===== src/rtl/mips_trace_buffer.sv =====
// Debug trace FIFO behind the single-cycle MIPS core: captures {seq, PC, ULA, DMEM}
// records per enabled cycle and drains them over a valid/ready handshake.
module mips_trace_buffer #(
  parameter int DEPTH  = 16,
  parameter int ADDR_W = 4
) (
  input  logic              clock,
  input  logic              reset,
  input  logic              capture_en,
  input  logic [31:0]       current_PC,
  input  logic [31:0]       ULA_result,
  input  logic [31:0]       d_mem_out,
  input  logic              clear,
  output logic              out_valid,
  input  logic              out_ready,
  output logic [31:0]       out_pc,
  output logic [31:0]       out_ula,
  output logic [31:0]       out_dmem,
  output logic [15:0]       out_seq,
  output logic [ADDR_W:0]   count,
  output logic              overflow,
  output logic [15:0]       drop_count
);

  localparam int                REC_W    = 112;
  localparam logic [ADDR_W:0]   FULL_CNT = (ADDR_W+1)'(DEPTH);
  localparam logic [ADDR_W:0]   CNT_ONE  = (ADDR_W+1)'(1);
  localparam logic [ADDR_W-1:0] PTR_ONE  = ADDR_W'(1);

  function automatic logic [15:0] sat_inc16(input logic [15:0] v);
    return (v == 16'hFFFF) ? v : v + 16'd1;
  endfunction

  logic [REC_W-1:0]  mem_q [DEPTH];
  logic [ADDR_W-1:0] wr_ptr_q, wr_ptr_d;
  logic [ADDR_W-1:0] rd_ptr_q, rd_ptr_d;
  logic [ADDR_W:0]   count_q, count_d;
  logic [15:0]       seq_q, seq_d;
  logic [15:0]       drop_count_q, drop_count_d;
  logic              overflow_q, overflow_d;
  logic              empty, full, pop, push_try, push_ok, drop;
  logic [REC_W-1:0]  wr_rec, head;

  always_comb begin
    empty        = (count_q == '0);
    full         = (count_q == FULL_CNT);
    pop          = !empty && out_ready && !clear;
    push_try     = capture_en && !clear;
    // A full FIFO still accepts when the head leaves on the same edge.
    push_ok      = push_try && (!full || pop);
    drop         = push_try && full && !pop;
    wr_rec       = {seq_q, current_PC, ULA_result, d_mem_out};
    seq_d        = capture_en ? seq_q + 16'd1 : seq_q;
    wr_ptr_d     = wr_ptr_q;
    rd_ptr_d     = rd_ptr_q;
    count_d      = count_q;
    overflow_d   = overflow_q;
    drop_count_d = drop_count_q;
    if (clear) begin
      wr_ptr_d     = '0;
      rd_ptr_d     = '0;
      count_d      = '0;
      overflow_d   = 1'b0;
      drop_count_d = '0;
    end else begin
      if (push_ok) wr_ptr_d = wr_ptr_q + PTR_ONE;
      if (pop)     rd_ptr_d = rd_ptr_q + PTR_ONE;
      if (push_ok && !pop)      count_d = count_q + CNT_ONE;
      else if (pop && !push_ok) count_d = count_q - CNT_ONE;
      if (drop) begin
        overflow_d   = 1'b1;
        drop_count_d = sat_inc16(drop_count_q);
      end
    end
  end

  always_ff @(posedge clock) begin
    if (push_ok && !reset) mem_q[wr_ptr_q] <= wr_rec;
  end

  always_ff @(posedge clock) begin
    if (reset) begin
      wr_ptr_q     <= '0;
      rd_ptr_q     <= '0;
      count_q      <= '0;
      seq_q        <= '0;
      overflow_q   <= 1'b0;
      drop_count_q <= '0;
    end else begin
      wr_ptr_q     <= wr_ptr_d;
      rd_ptr_q     <= rd_ptr_d;
      count_q      <= count_d;
      seq_q        <= seq_d;
      overflow_q   <= overflow_d;
      drop_count_q <= drop_count_d;
    end
  end

  always_comb begin
    head = mem_q[rd_ptr_q];
    {out_seq, out_pc, out_ula, out_dmem} = empty ? '0 : head;
  end

  assign out_valid  = !empty;
  assign count      = count_q;
  assign overflow   = overflow_q;
  assign drop_count = drop_count_q;

endmodule


===== config.mk =====
export PLATFORM = sky130hd
export DESIGN_NAME = mips_trace_buffer
export DESIGN_NICKNAME = d
export VERILOG_FILES = /design/src/rtl/mips_trace_buffer.sv
export SDC_FILE = /design/constraint.sdc
export NUM_CORES = 1
export LEC_CHECK = 0
export CAP_MARGIN = 10
export CORE_ASPECT_RATIO = 1.1
export CORE_UTILIZATION = 61
export DETAILED_ROUTE_END_ITERATION = 16
export HOLD_SLACK_MARGIN = 0.12
export PLACE_DENSITY = 0.79
export SYNTH_ARGS = -nofsm -noshare
export SYNTH_HDL_FRONTEND = slang
export SYNTH_SLANG_ARGS = --single-unit

===== constraint.sdc =====
create_clock -name clock -period 15.8 [get_ports clock]
set_input_delay 4.74 -clock clock [delete_from_list [all_inputs] [get_ports clock]]
set_output_delay 4.74 -clock clock [all_outputs]
set_load 0.1 [all_outputs]

# Word level (Yosys, flattened, before mapping)
# Memories as Yosys holds them, arrays and structs flattened. A register that Yosys moved wholly into a read port is not among the register bits.
# Index checks and enable logic that the tools add are counted.
dict set report op_classes {
  n_reduce_logical 20
  n_lt_le_gt_ge 0
  n_eq_ne 2
  bitwise_logic 1
  muxes 7
  n_div 0
  shifts 0
  mul 0
  n_addsub 6
}
# cell count
set op_table {}
lappend op_table {{112-bit two-way mux} 1}
lappend op_table {{16-bit by 1-bit adder with 16-bit output, second input constant} 2}
lappend op_table {{16-bit equality test, second input constant} 1}
lappend op_table {{5-bit two-way mux} 2}
lappend op_table {{1-bit logical AND} 9}
lappend op_table {{4-bit by 1-bit adder with 4-bit output, second input constant} 2}
lappend op_table {{4-bit two-way mux} 2}
lappend op_table {{1-bit zero test} 6}
lappend op_table {{5-bit by 1-bit adder with 5-bit output, second input constant} 1}
lappend op_table {{5-bit equality test, second input constant} 1}
lappend op_table {{5-bit zero test} 1}
lappend op_table {{5-bit by 1-bit subtractor with 5-bit output, second input constant} 1}
lappend op_table {{1-bit two-way mux} 2}
lappend op_table {{2-bit AND reduction} 1}
lappend op_table {{2-bit nonzero test} 1}
lappend op_table {{2-bit OR reduction} 1}
lappend op_table {{1-bit logical OR} 1}
lappend op_table {{1-bit NOT} 1}
dict set report word_totals {
  ramBits 1792
  elab_cells 43
  register_bits 46
  input_bits 101
  memories 1
  output_inout_bits 135
  rom_bits 0
  latchBits 0
}
# memory words word_bits rd rd_ports_with_merged_regs write_ports line_no
set mem_list {}
lappend mem_list {mem_q 16 112 1 1 1 34} ;# logic [REC_W-1:0] mem_q [DEPTH];

# Depth between registers and ports, before layout
# Gate-level depths: netlist of run 1.
dict set report logic_depth {
  ltp_word 10
  mapped_depth 10
  mapped_depth_nobuf 9
}

# Worst setup path before layout of run 1
# Ideal clock, no wire load.
dict set report synth_path {
  kind {input port to flip-flop}
  start {input port capture_en}
  end {memory mem_q[0][0] (enable)}
  cell_stages 5
  setup_ps 720
  path_slack_ps 1955
  arrival_ps 13125
  t_required_ps 15080
  n_path_buf 1
  path_cell_list {buf_2 > nand2b_1 > a211oi_1 > nand2_1 > nor3_1}
}
dict set report synth_via {
  elab_chain_len 5
}
# element line_no
set synth_lines {}
lappend synth_lines {{from (decl)} 9} ;# input logic capture_en,
lappend synth_lines {{1-bit logical AND} 48} ;# push_try = capture_en && !clear;
lappend synth_lines {{1-bit logical AND} 50} ;# push_ok = push_try && (!full || pop);
lappend synth_lines {{1-bit logical AND} 78} ;# if (push_ok && !reset) mem_q[wr_ptr_q] <= wr_rec;
lappend synth_lines {{1-bit two-way mux} 78}
lappend synth_lines {{1-bit two-way mux (not written as such)} 78}
lappend synth_lines {{to (decl)} 34}
# Every way passes these cells.

==> results of run 1 <==
layout by cell type, fill, tap and decap left out, types with 10 or more instances in the layout:
cell	synthesis	routed
ha_1	11	11
clkbuf_1	76	29
buf_4	0	45
clkinv_1	0	34
xor2_1	10	10
clkdlybuf4s50_1	0	235
a21oi_1	17	17
mux2i_1	233	233
bufinv_16	0	13
o22ai_1	112	112
clkinv_2	0	34
clkbuf_16	0	175
nand3_1	17	17
nor2_4	0	12
mux4_2	448	448
edfxtp_1	1792	1792
nor2_1	46	34
dfxtp_1	50	47
nand2_1	20	19
worst min path at each step:
stage	from	end	slack [ns]	cells after the start
global placement	overflow	overflow	0.46	2
global route	overflow	overflow	0.53	2
detailed placement	overflow	overflow	0.47	2
CTS	overflow	overflow	0.48	2
floorplan	rd_ptr_q[2]	flop	0.51	2
finish	overflow	overflow	0.48	2
worst max-delay path: stages (launching register included):
cell             delay [ns]
dfxtp_4                0.99
buf_4                  0.86
buf_4                  0.85
mux4_2                 0.38
mux2i_1                0.08
o22ai_1                0.40
clkdlybuf4s50_1        1.22
layout make-up:
type,instances,share of cell area
Sequential cell,1842,0.6887
Multi-Input combinational cell,1018,0.1841
Clock buffer,208,0.05707
Timing Repair Buffer,289,0.03606
Tap cell,1518,0.02386
Clock inverter,91,0.009761
Inverter,7,0.0003301
Antenna cell,3,0.00009431
sequential cells by signal, indices dropped and copies added (netlist names), named ones only:
| register | flops |
|---|---|
| overflow | 1 |
| wr_ptr_q | 4 |
| drop_count | 16 |
| mem_q | 1792 |
| rd_ptr_q | 4 |
| count | 5 |
| seq_q | 16 |
cell families (layout without fill, tap and decap cells):
kind of cell	Yosys count	in the layout	synth area share
DFF	1842	1842	0.7824
muxes	683	683	0.1776
xor gates and xnor gates	18	18	0.002250
buffers and inverters	169	595	0.01022
AOI/OAI and AO/OA	157	157	0.01414
and+or+nand+nor	148	148	0.01109
adders and majority gates	12	12	0.002250
other	0	3	0
routing by layer:
| metal | global-route usage | wire (um) |
|---|---|---|
| met1 | 0.3794 | 58510 |
| met5 | 0 | 125 |
| met2 | 0.4450 | 78370 |
| met4 | 0.08340 | 4010 |
| met3 | 0.05512 | 15140 |
power breakdown:
group	switching, W	internal [W]	total, W	leakage, nW
Combinational	0.000470	0.000154	0.000625	4.41
Sequential	0.00000999	0.00536	0.00537	16.8
Clock	0.00171	0.00225	0.00395	2.61
Total	0.00219	0.00776	0.00995	23.8
per-stage QoR:
stage                     setup WS [ns]  power, W  cell area [um^2]  utilization  std cells
after floorplan                   1.955  0.005887             70060            -       3029
after CTS                         5.134  0.009992             79590       0.6980       4973
after global placement            6.086  0.006083             74270       0.6514       4674
after detailed placement          6.040  0.006097             74270       0.6514       4674
after global routing              4.901   0.01019             79600       0.6981       4976
final                             5.377  0.009947             79600       0.6981       4976
==> impl_metrics.py, run 1 <==
metrics = {
    "yosys": {
        "netlist_instances": 3029,
        "synth_fp_nets": 3142,
        "synthTopCellsByArea": "edfxtp_1, mux4_2, mux2i_1, dfxtp_1, o22ai_1",
        "ys.flop_type": "edfxtp_1",
        "netlist_area_um2": 70060,
        "async_flop_share": 0,
        "synth_edf_count": 1792,
        "yosysSeqAreaShare": 0.7824,
        "yosysTopAreaCell": "edfxtp_1",
        "netlist-cell-type-count": 45,
        "ys_ff_latch": 1842,
        "yosys.area.top_type_share": 0.7681,
        "synth_commonest_cells": "edfxtp_1, mux4_2, mux2i_1",
        "yosysMostFrequentCell": "edfxtp_1",
        "syn_avg_cell_area_um2": 23.13,
        "synth_warnings": 0,
    },
    "timing": {
        "fin_skew_ns": 0.02655,
        "setup_violations": 0,
        "rsz0062_at_grt": "no",
        "hold_viol_final": 0,
        "setup_tns_ns": 0,
        "slew_violations": 0,
        "period_share": 0.6597,
        "layout_min_cycle_time_ns": 10.42,
        "clock.fmax_ghz": 0.09594,
        "slew_headroom": 0.1877,
        "fin_hold_ws_ns": 0.4839,
        "worst_pin_slew_ns": 1.218,
    },
    "floorplan": {
        "die_area_um2": 116200,
        "coreArea_um2": 114000,
        "fp-row-count": 130,
        "die_w_um": 325.1,
        "initial_core_util": 0.6144,
        "ios": 236,
        "die_y_um": 357.4,
    },
    "routing": {
        "ant_nets": 0,
        "first_pass_iters": 5,
        "drcViolationCount": 0,
        "drtIter0Drc": 4251,
        "drt_wl_total_um": 156200,
        "drt-vias-per-instance": 6.688,
        "wl_per_cell_um": 31.38,
        "vias": 33280,
    },
    "finish": {
        "drive_gt1_frac": 0.2214,
        "multi_input_area_um2": 14650,
        "final-seq-area_um2": 54820,
        "fillers": 6423,
        "fin_nets": 3439,
        "area_growth_pct": 13.62,
    },
    "critical_path": {
        "critPathKind": "reg -> out",
        "r2r-end": "mem_q[6][99]",
        "cp-endpoint": "out_dmem[26]",
        "cp_data_required_time_ns": 11.06,
        "r2r-start": "count[0]",
        "cp_max_fo": 48,
        "cp-start-kind": "flop",
        "critPathArrivalTime_ns": 5.68,
        "r2r_slack_ns": 11.82,
        "rr_worst_depth": 6,
        "critPathCaptureType": "output port",
    },
    "placement": {
        "dp_hpwl_um": 72820,
        "place.gp.congestion": 0.8120,
        "port_buffers": 235,
    },
    "global_route": {
        "antenna_found_initial": 16,
        "grt.total_usage": 0.2730,
        "grt_pass1_vias": 34890,
        "grt_max_degree": 181,
        "gr-total-overflow": 0,
        "grt_pass1_wl_um": 228500,
    },
    "hold_path": {
        "hold_class": "reg -> reg",
    },
    "cts": {
        "cts-buffers-inserted": 168,
        "root_buffer": "clkbuf_16",
        "cts_htree_levels": 4,
        "postCtsSetupBuffers": 0,
        "cts_tree": "done",
        "clockBufferDepth": 3,
        "cts_hold_buf": 0,
        "clk_transition_reported_paths_ns": 0.06,
        "post_cts_resized": 0,
        "clkLatencyLatePin_ns": 0.79,
        "clock_sinks": 1842,
    },
    "power_and_ir_drop": {
        "vdd_drop_max_v": 0.0001046,
        "leakagePower_nw": 23.79,
        "p_per_area_nw_per_um2": 125.0,
    },
    "run": {
        "cap_viol_max_count": 0,
    },
    "run_status": {
        "status": "complete, no violations",
    },
}
No activity file was read; power rests on OpenSTA's default activity.
==> inputs of run 2 (changes only) <==
==> constraint.sdc (replaced) <==
create_clock -name clock -period 10.6 [get_ports clock]
set_input_delay 3.18 -clock clock [delete_from_list [all_inputs] [get_ports clock]]
set_output_delay 3.18 -clock clock [all_outputs]
set_load 0.1 [all_outputs]
==> run 2 against run 1 <==
Compared with the run above: non-clock buffer count grew 7; die area is the same; clock skew shrank 0.00053 ns; core utilization grew 0.25 points; sequential cell count is the same; register-to-register slack lost 4.8 ns; combinational power grew 47%; critical endpoint is now out_dmem[30]; largest power group unchanged.
==> impl_metrics.py, run 2 (synthesis results as in run 1) <==
metrics = {
    "run_status": {
        "status": "complete, no violations",
    },
    "floorplan": {
        "fp-row-count": 130,
        "initial_core_util": 0.6144,
        "ios": 236,
        "die_w_um": 325.1,
        "die_y_um": 357.4,
        "coreArea_um2": 114000,
        "die_area_um2": 116200,
    },
    "routing": {
        "first_pass_iters": 6,
        "wl_per_cell_um": 32.37,
        "drtIter0Drc": 4271,
        "drt_wl_total_um": 161900,
        "vias": 33810,
        "drt-vias-per-instance": 6.762,
        "ant_nets": 0,
        "drcViolationCount": 0,
    },
    "global_route": {
        "grt_max_degree": 160,
        "grt_pass1_wl_um": 234600,
        "use_met1": 0.3900,
        "gr-total-overflow": 0,
        "antenna_found_initial": 16,
        "grt_use_met3": 0.06139,
        "grt_pass1_vias": 34920,
        "grt-busiest-layer": "met2",
        "met2_usage": 0.4577,
        "grt.total_usage": 0.2821,
    },
    "cts": {
        "cts_htree_levels": 4,
        "clockBufferDepth": 3,
        "clk_transition_reported_paths_ns": 0.06,
        "cts_tree": "done",
        "clkLatencyLatePin_ns": 0.80,
        "cts-buffers-inserted": 173,
        "postCtsSetupBuffers": 0,
        "post_cts_resized": 0,
        "cts_hold_buf": 0,
        "clock_sinks": 1842,
        "root_buffer": "clkbuf_16",
    },
    "critical_path": {
        "rr_worst_depth": 5,
        "critPathCaptureType": "output port",
        "startpoint": "count[0]",
        "cp_max_fo": 40,
        "cp-start-kind": "flop",
        "cp_data_required_time_ns": 7.42,
        "critPathKind": "reg -> out",
        "r2r-end": "mem_q[5][55]",
        "slowest_delay_ns": 1.07,
        "crit_chain": "nor4_4 -> nand2b_1 -> nand2_4 -> buf_4 -> o22ai_1 -> clkdlybuf4s50_1",
        "r2r-start": "count[4]",
        "r2r_slack_ns": 7.06,
        "critPathArrivalTime_ns": 4.94,
        "slowest_stage": "clkdlybuf4s50_1",
    },
    "timing": {
        "fin_hold_ws_ns": 0.4994,
        "period_share": 0.7664,
        "clock.fmax_ghz": 0.1231,
        "rsz0062_at_grt": "no",
        "fin_skew_ns": 0.02602,
        "hold_viol_final": 0,
        "setup_violations": 0,
        "slew_violations": 0,
        "layout_min_cycle_time_ns": 8.124,
        "setup_tns_ns": 0,
        "slew_headroom": 0.2556,
        "worst_pin_slew_ns": 1.113,
    },
    "finish": {
        "fin_nets": 3451,
        "area_growth_pct": 14.04,
        "drive_gt1_frac": 0.2222,
        "fin_util": 0.7007,
        "max_flop_register": "mem_q",
        "largest_reg_flops": 1792,
        "fillers": 6344,
        "most-common-layout-cells": "edfxtp_1, mux4_2, clkdlybuf4s50_1",
        "mostFrequentLayoutCell": "edfxtp_1",
    },
    "power_and_ir_drop": {
        "vdd_drop_max_v": 0.0001811,
        "leakagePower_nw": 23.86,
        "p_per_area_nw_per_um2": 187.1,
    },
    "hold_path": {
        "holdPathStages": 2,
        "min_from": "overflow",
        "hold_class": "reg -> reg",
        "holdPathEnd": "overflow",
    },
    "placement": {
        "port_buffers": 235,
        "dp_hpwl_um": 79910,
        "place.gp.congestion": 0.8184,
    },
    "run": {
        "cap_viol_max_count": 0,
    },
}
run 2: cell count changes in the layout (fill, tap and decap cells not counted), moves of 4 or more:
cell,before,now
nor3_2,4,0
clkbuf_1,29,47
buf_4,45,50
clkinv_1,34,29
diode_2,3,7
nor3_4,0,4
inv_16,0,4
clkinv_8,1,6
clkinv_2,34,24
run 2: how the worst max path moves through the flow:
stage	endpoint	slack, ns	cells after the start
CTS	out_dmem[30]	2.51	6
global placement	mem_q[5][55]	3.52	5
detailed placement	mem_q[5][49]	3.35	5
finish	out_dmem[30]	2.48	6
floorplan	mem_q[12][0]	1.32	5
global route	out_ula[28]	2.32	6
run 2: metrics by stage:
stage | cell area [um^2] | total power (W) | cells | setup WS (ns)
floorplan | 70080 | 0.008773 | 3029 | 1.320
global placement | 74380 | 0.009051 | 4681 | 3.518
detailed placement | 74380 | 0.009073 | 4681 | 3.351
CTS | 79870 | 0.01500 | 4993 | 2.510
global route | 79880 | 0.01530 | 4995 | 2.317
finish | 79890 | 0.01495 | 5000 | 2.476
run 2: per-layer routing:
layer	wire length (um)	vias to the layer above	share of wire
li1	-	13550	-
met1	60520	17850	0.37
met2	81150	2097	0.50
met5	137	-	0.00085
met4	4111	22	0.025
met3	15950	294	0.099
run 2: cell type report:
cell class / count / area, um^2 / share of cell area
timing repair buffer: 296 / 2948 / 0.03690
antenna: 7 / 17.52 / 0.0002193
sequential: 1842 / 54820 / 0.6862
multi-input combinational: 1018 / 14680 / 0.1837
clock buffer: 225 / 4586 / 0.05740
inverter: 7 / 26.28 / 0.0003289
tap: 1518 / 1899 / 0.02377
clock inverter: 87 / 912.1 / 0.01142
run 2: worst max-delay path: cells and delay by family, from the launching register on:
family	cells	cell delay, ns
DFF	1	0.40
AOI/OAI and AO/OA	1	0.40
and+or+nand+nor	3	1.52
buffers and inverters	2	1.79
run 2: where the power goes:
group / switching [W] / internal [W] / total (W)
Clock: 0.00267 / 0.00335 / 0.00602
Combinational: 0.000690 / 0.000231 / 0.000920
Sequential: 0.0000138 / 0.00799 / 0.00800
Total: 0.00338 / 0.0116 / 0.0149
